## config.mk

```make
export PLATFORM = sky130hd
export DESIGN_NAME = rsa_decryptor
export DESIGN_NICKNAME = d
export VERILOG_FILES = /design/src/rtl/rsa_decryptor.sv
export SDC_FILE = /design/constraint.sdc
export NUM_CORES = 1
export LEC_CHECK = 0
export BUFFER_PORTS_ARGS = -buffer_cell sky130_fd_sc_hd__buf_2
export CAP_MARGIN = 20
export CELL_PAD_IN_SITES_DETAIL_PLACEMENT = 1
export CELL_PAD_IN_SITES_GLOBAL_PLACEMENT = 2
export CORE_AREA = 5 5 124 173
export DETAILED_ROUTE_END_ITERATION = 12
export DIE_AREA = 0 0 129 178
export GPL_TIMING_DRIVEN = 0
export PLACE_DENSITY = 0.84
export SLEW_MARGIN = 20
export SYNTH_ARGS = -nofsm -noshare
export SYNTH_HDL_FRONTEND = slang
export SYNTH_SLANG_ARGS = --single-unit
```

## constraint.sdc

```tcl
create_clock -name clk -period 19 [get_ports clk]
set_clock_uncertainty 0.05 [all_clocks]
set_input_delay 2.85 -clock clk [delete_from_list [all_inputs] [get_ports clk]]
set_output_delay 2.85 -clock clk [all_outputs]
set_load 0.05 [all_outputs]
```

## src/rtl/rsa_decryptor.sv

```systemverilog
// RSA decryption M = C^d mod n using left-to-right square-and-multiply.
// Each modular product is formed by a 16-cycle interleaved shift-add reduction.
module rsa_decryptor (
    input  logic        clk,
    input  logic        reset,
    input  logic        start,
    input  logic [15:0] ciphertext,
    input  logic [15:0] private_exp,
    input  logic [15:0] modulus,
    output logic [15:0] plaintext,
    output logic        busy,
    output logic        done,
    output logic        error
);

    typedef enum logic [2:0] {IDLE, CHECK, SQR, MUL, DONE} state_t;

    state_t      state;
    logic [15:0] c_r;
    logic [15:0] d_r;
    logic [15:0] n_r;
    logic [15:0] result;
    logic [16:0] acc;
    logic [3:0]  idx;
    logic [3:0]  cnt;

    logic [15:0] mul_a;
    logic [16:0] n_ext;
    logic [16:0] dbl;
    logic [16:0] dbl_r;
    logic [16:0] add;
    logic [16:0] acc_next;

    // One step of a*b mod n; b is always the running result, MSB first.
    always_comb begin
        n_ext    = {1'b0, n_r};
        mul_a    = (state == MUL) ? c_r : result;
        dbl      = acc << 1;
        dbl_r    = (dbl >= n_ext) ? dbl - n_ext : dbl;
        add      = dbl_r + {1'b0, mul_a};
        acc_next = dbl_r;
        if (result[cnt])
            acc_next = (add >= n_ext) ? add - n_ext : add;
    end

    always_ff @(posedge clk) begin
        if (reset) begin
            state     <= IDLE;
            c_r       <= '0;
            d_r       <= '0;
            n_r       <= '0;
            result    <= '0;
            acc       <= '0;
            idx       <= '0;
            cnt       <= '0;
            plaintext <= '0;
            busy      <= 1'b0;
            done      <= 1'b0;
            error     <= 1'b0;
        end else begin
            unique case (state)
                IDLE: begin
                    if (start) begin
                        c_r    <= ciphertext;
                        d_r    <= private_exp;
                        n_r    <= modulus;
                        result <= 16'd1;
                        idx    <= 4'd15;
                        cnt    <= 4'd15;
                        acc    <= '0;
                        busy   <= 1'b1;
                        state  <= CHECK;
                    end
                end
                CHECK: begin
                    cnt <= 4'd15;
                    acc <= '0;
                    if (n_r < 16'd2 || c_r >= n_r) begin
                        plaintext <= '0;
                        error     <= 1'b1;
                        done      <= 1'b1;
                        busy      <= 1'b0;
                        state     <= DONE;
                    end else begin
                        state <= SQR;
                    end
                end
                SQR, MUL: begin
                    acc <= acc_next;
                    cnt <= cnt - 4'd1;
                    if (cnt == 4'd0) begin
                        acc    <= '0;
                        result <= acc_next[15:0];
                        if (state == SQR && d_r[idx]) begin
                            state <= MUL;
                        end else if (idx == 4'd0) begin
                            plaintext <= acc_next[15:0];
                            error     <= 1'b0;
                            done      <= 1'b1;
                            busy      <= 1'b0;
                            state     <= DONE;
                        end else begin
                            idx   <= idx - 4'd1;
                            state <= SQR;
                        end
                    end
                end
                DONE: begin
                    if (!start) begin
                        done  <= 1'b0;
                        error <= 1'b0;
                        state <= IDLE;
                    end
                end
                default: state <= IDLE;
            endcase
        end
    end

endmodule

```

==> impl_metrics.env <==
export IMPL_wl_per_cell_um=20.8
export IMPL_layout_drive_gt1_share_pct=11.6
export IMPL_drcViolationCount=0
export IMPL_crit_type="flop to flop"
export IMPL_ys_ff_latch=110
export IMPL_grt_first_pass_wirelength_um=41200
export IMPL_cts_root_buf="clkbuf_16"
export IMPL_synth_net_count=1060
export IMPL_syn_area_per_cell_um2=8.03
export IMPL_hold_buffers=0
export IMPL_arrival_ns=8.97
export IMPL_worst_pin_slew_ns=1.02
export IMPL_synth_edf_count=0
export IMPL_clock_latency_ns=0.36
export IMPL_yosysUniqueCellTypes=70
export IMPL_antenna_found_initial=0
export IMPL_endpoint_kind="flop"
export IMPL_synth_flop_cell="dfxtp_1"
export IMPL_grt_pass1_vias=7598
export IMPL_coreArea_um2=19700
export IMPL_vias=7257
export IMPL_die_x_um=129
export IMPL_ant_nets=0
export IMPL_hold_viol=0
export IMPL_cp_required_ns=19.17
export IMPL_nets=1139
export IMPL_post_cts_repair_setup_buffers=0
export IMPL_drtPass1Iterations=5
export IMPL_cp_slowest_cell="nor4_2"
export IMPL_clock_path_buffers=2
export IMPL_max_freq_ghz=0.114
export IMPL_worstPathMaxFanout=10
export IMPL_start_kind="flop"
export IMPL_tns_ns=0
export IMPL_cts_num_sinks=110
export IMPL_ctsHtreeMaxLevel=3
export IMPL_dp_hpwl_um=22200
export IMPL_grt_usage_pct=23.4
export IMPL_antenna_cells=0
export IMPL_die_h_um=178
export IMPL_gr_total_overflow=0
export IMPL_rsz0062_at_grt="false"
export IMPL_cts_tree="done"
export IMPL_cp_common_cell="a21o_1"
export IMPL_cts_made_buffers=9
export IMPL_setup_viol=0
export IMPL_critPathTopFamily="compound AO/OA/AOI/OAI gates"
export IMPL_die_area_um2=23000
export IMPL_grt_max_degree=19
export IMPL_ys_async_sr_fraction_pct=0
export IMPL_status="finished, final reports clean"
export IMPL_synth_warnings=0
export IMPL_finalCritPeriodShare_pct=46.3
export IMPL_relSlewSlack_pct=32.3
export IMPL_path_buf_inv=6
export IMPL_gp_congestion=0.872
export IMPL_area_growth_pct=12.3
export IMPL_clk_pin_slew_ns=0.08
export IMPL_syn_inst=940
export IMPL_pin_count=70
export IMPL_vias_per_cell=5.69
export IMPL_ctsResizeCount=0
export IMPL_ys_seq_area_share_pct=29.2
export IMPL_rows=61
export IMPL_min_period_ns=8.80
export IMPL_holdWs_ns=0.409
export IMPL_drv_slew=0
export IMPL_start_util_pct=38.3
export IMPL_cap_viol_max_count=0
export IMPL_drtIter0Drc=227
export IMPL_crit_path_max_incr_delay_ns=0.54
export IMPL_drt_wl_total_um=26500
export IMPL_synth_area_um2=7550
export IMPL_port_buffers=68
export IMPL_hold_class="flop to flop"
## routing by layer
layer / part of all wire (%) / up-vias / track usage [%]
met1: 40 / 3493 / 25.7
met2: 54 / 109 / 44.4
met4: 4.3 / 0 / 10.2
li1: - / 3611 / -
met5: 0 / - / 0
met3: 2.1 / 44 / 2.46
## area by class of cell
type,instances,area (um^2)
multi-input combinational,749,5040
inverter,43,161
sequential,110,2200
clock inverter,6,43.8
buffer,38,146
tap,252,315
fill,2459,11200
clock buffer,10,229
timing repair buffer,68,340
## stage by stage
stage	std cells	cell area (um^2)	setup slack [ns]	utilization [%]
after detailed placement	1260	8210	10.26	41.7
final	1276	8480	10.20	43.1
after CTS	1276	8480	10.20	43.1
after global routing	1276	8480	9.64	43.1
after global placement	1260	8210	10.31	41.7
after floorplan	940	7550	12.09	-
## cell families (layout without fill, tap and decap cells)
kind of cell	Yosys count	after routing	share of synthesized area [%]
and+or+nand+nor	310	310	18.0
DFF	110	110	29.2
adders and majority gates	69	69	11.7
buffers and inverters	81	165	4.08
AOI/OAI and AO/OA	291	291	25.4
xor gates and xnor gates	36	36	4.18
muxes	43	43	7.39
## flip-flops by register name (all words and copies together) (netlist names)
name / cells
acc: 16
c_r: 16
d_r: 16
n_r: 16
plaintext: 16
result: 16
cnt: 4
idx: 4
state: 3
busy: 1
done: 1
error: 1
## layout by cell type (no fill, tap or decap), types with 9 or more instances in the layout
cell type | netlist | final
nor2_1 | 50 | 50
o21ai_0 | 50 | 50
nand2_1 | 180 | 180
nand3_1 | 11 | 11
mux2_2 | 17 | 17
dfxtp_1 | 110 | 110
xor2_1 | 12 | 12
a211oi_1 | 16 | 16
o221ai_1 | 29 | 29
a21oi_1 | 103 | 103
clkbuf_16 | 0 | 9
o21a_1 | 11 | 11
xnor2_1 | 24 | 24
mux2i_1 | 16 | 16
ha_1 | 66 | 66
nor3_1 | 15 | 15
a21o_1 | 17 | 17
clkbuf_1 | 37 | 38
buf_2 | 0 | 68
inv_1 | 42 | 42
## worst register-to-register path, delay by kind of cell, from the launching register on
family / cells / cell delay (ns)
AOI/OAI and AO/OA: 18 / 4.38
xor gates and xnor gates: 1 / 0.30
adders and majority gates: 3 / 1.05
buffers and inverters: 6 / 1.45
DFF: 1 / 0.44
and+or+nand+nor: 4 / 0.98
## worst paths after layout
check | slack [ns] | to | depth (start not counted) | from
max | 10.20 | result[1] | 32 | n_r[1]
min | 0.41 | d_r[12] | 2 | d_r[12]
max reg2reg | 10.20 | result[1] | 32 | n_r[1]
min reg2reg | 0.41 | d_r[12] | 2 | d_r[12]
## cell usage after synthesis, drive strengths merged (4+ instances only)
cell type / number / area share (%)
clkbuf: 37 / 1.8
and3: 4 / 0.33
ha: 66 / 11
a221o: 4 / 0.53
nor2: 51 / 2.6
inv: 42 / 2.1
mux2: 19 / 2.9
dfxtp: 110 / 29
a31oi: 4 / 0.33
a211oi: 18 / 1.9
o21ai: 53 / 3.5
nand3: 11 / 0.73
a311oi: 5 / 0.58
nand4: 8 / 0.66
a21o: 17 / 1.7
o211ai: 5 / 0.50
xnor2: 24 / 2.8
o21a: 11 / 1.1
nor4: 8 / 0.75
nor3: 15 / 0.99
mux2i: 16 / 2.1
o221ai: 30 / 3.6
nand2b: 6 / 0.50
and2: 5 / 0.41
mux4: 8 / 2.4
xor2: 12 / 1.4
nand2: 180 / 8.9
a21oi: 103 / 6.8
a2111oi: 4 / 0.55
nor2b: 7 / 0.58
Power is not shown: default switching activity piles up to over one toggle a cycle in this logic, so the estimate is an artifact.
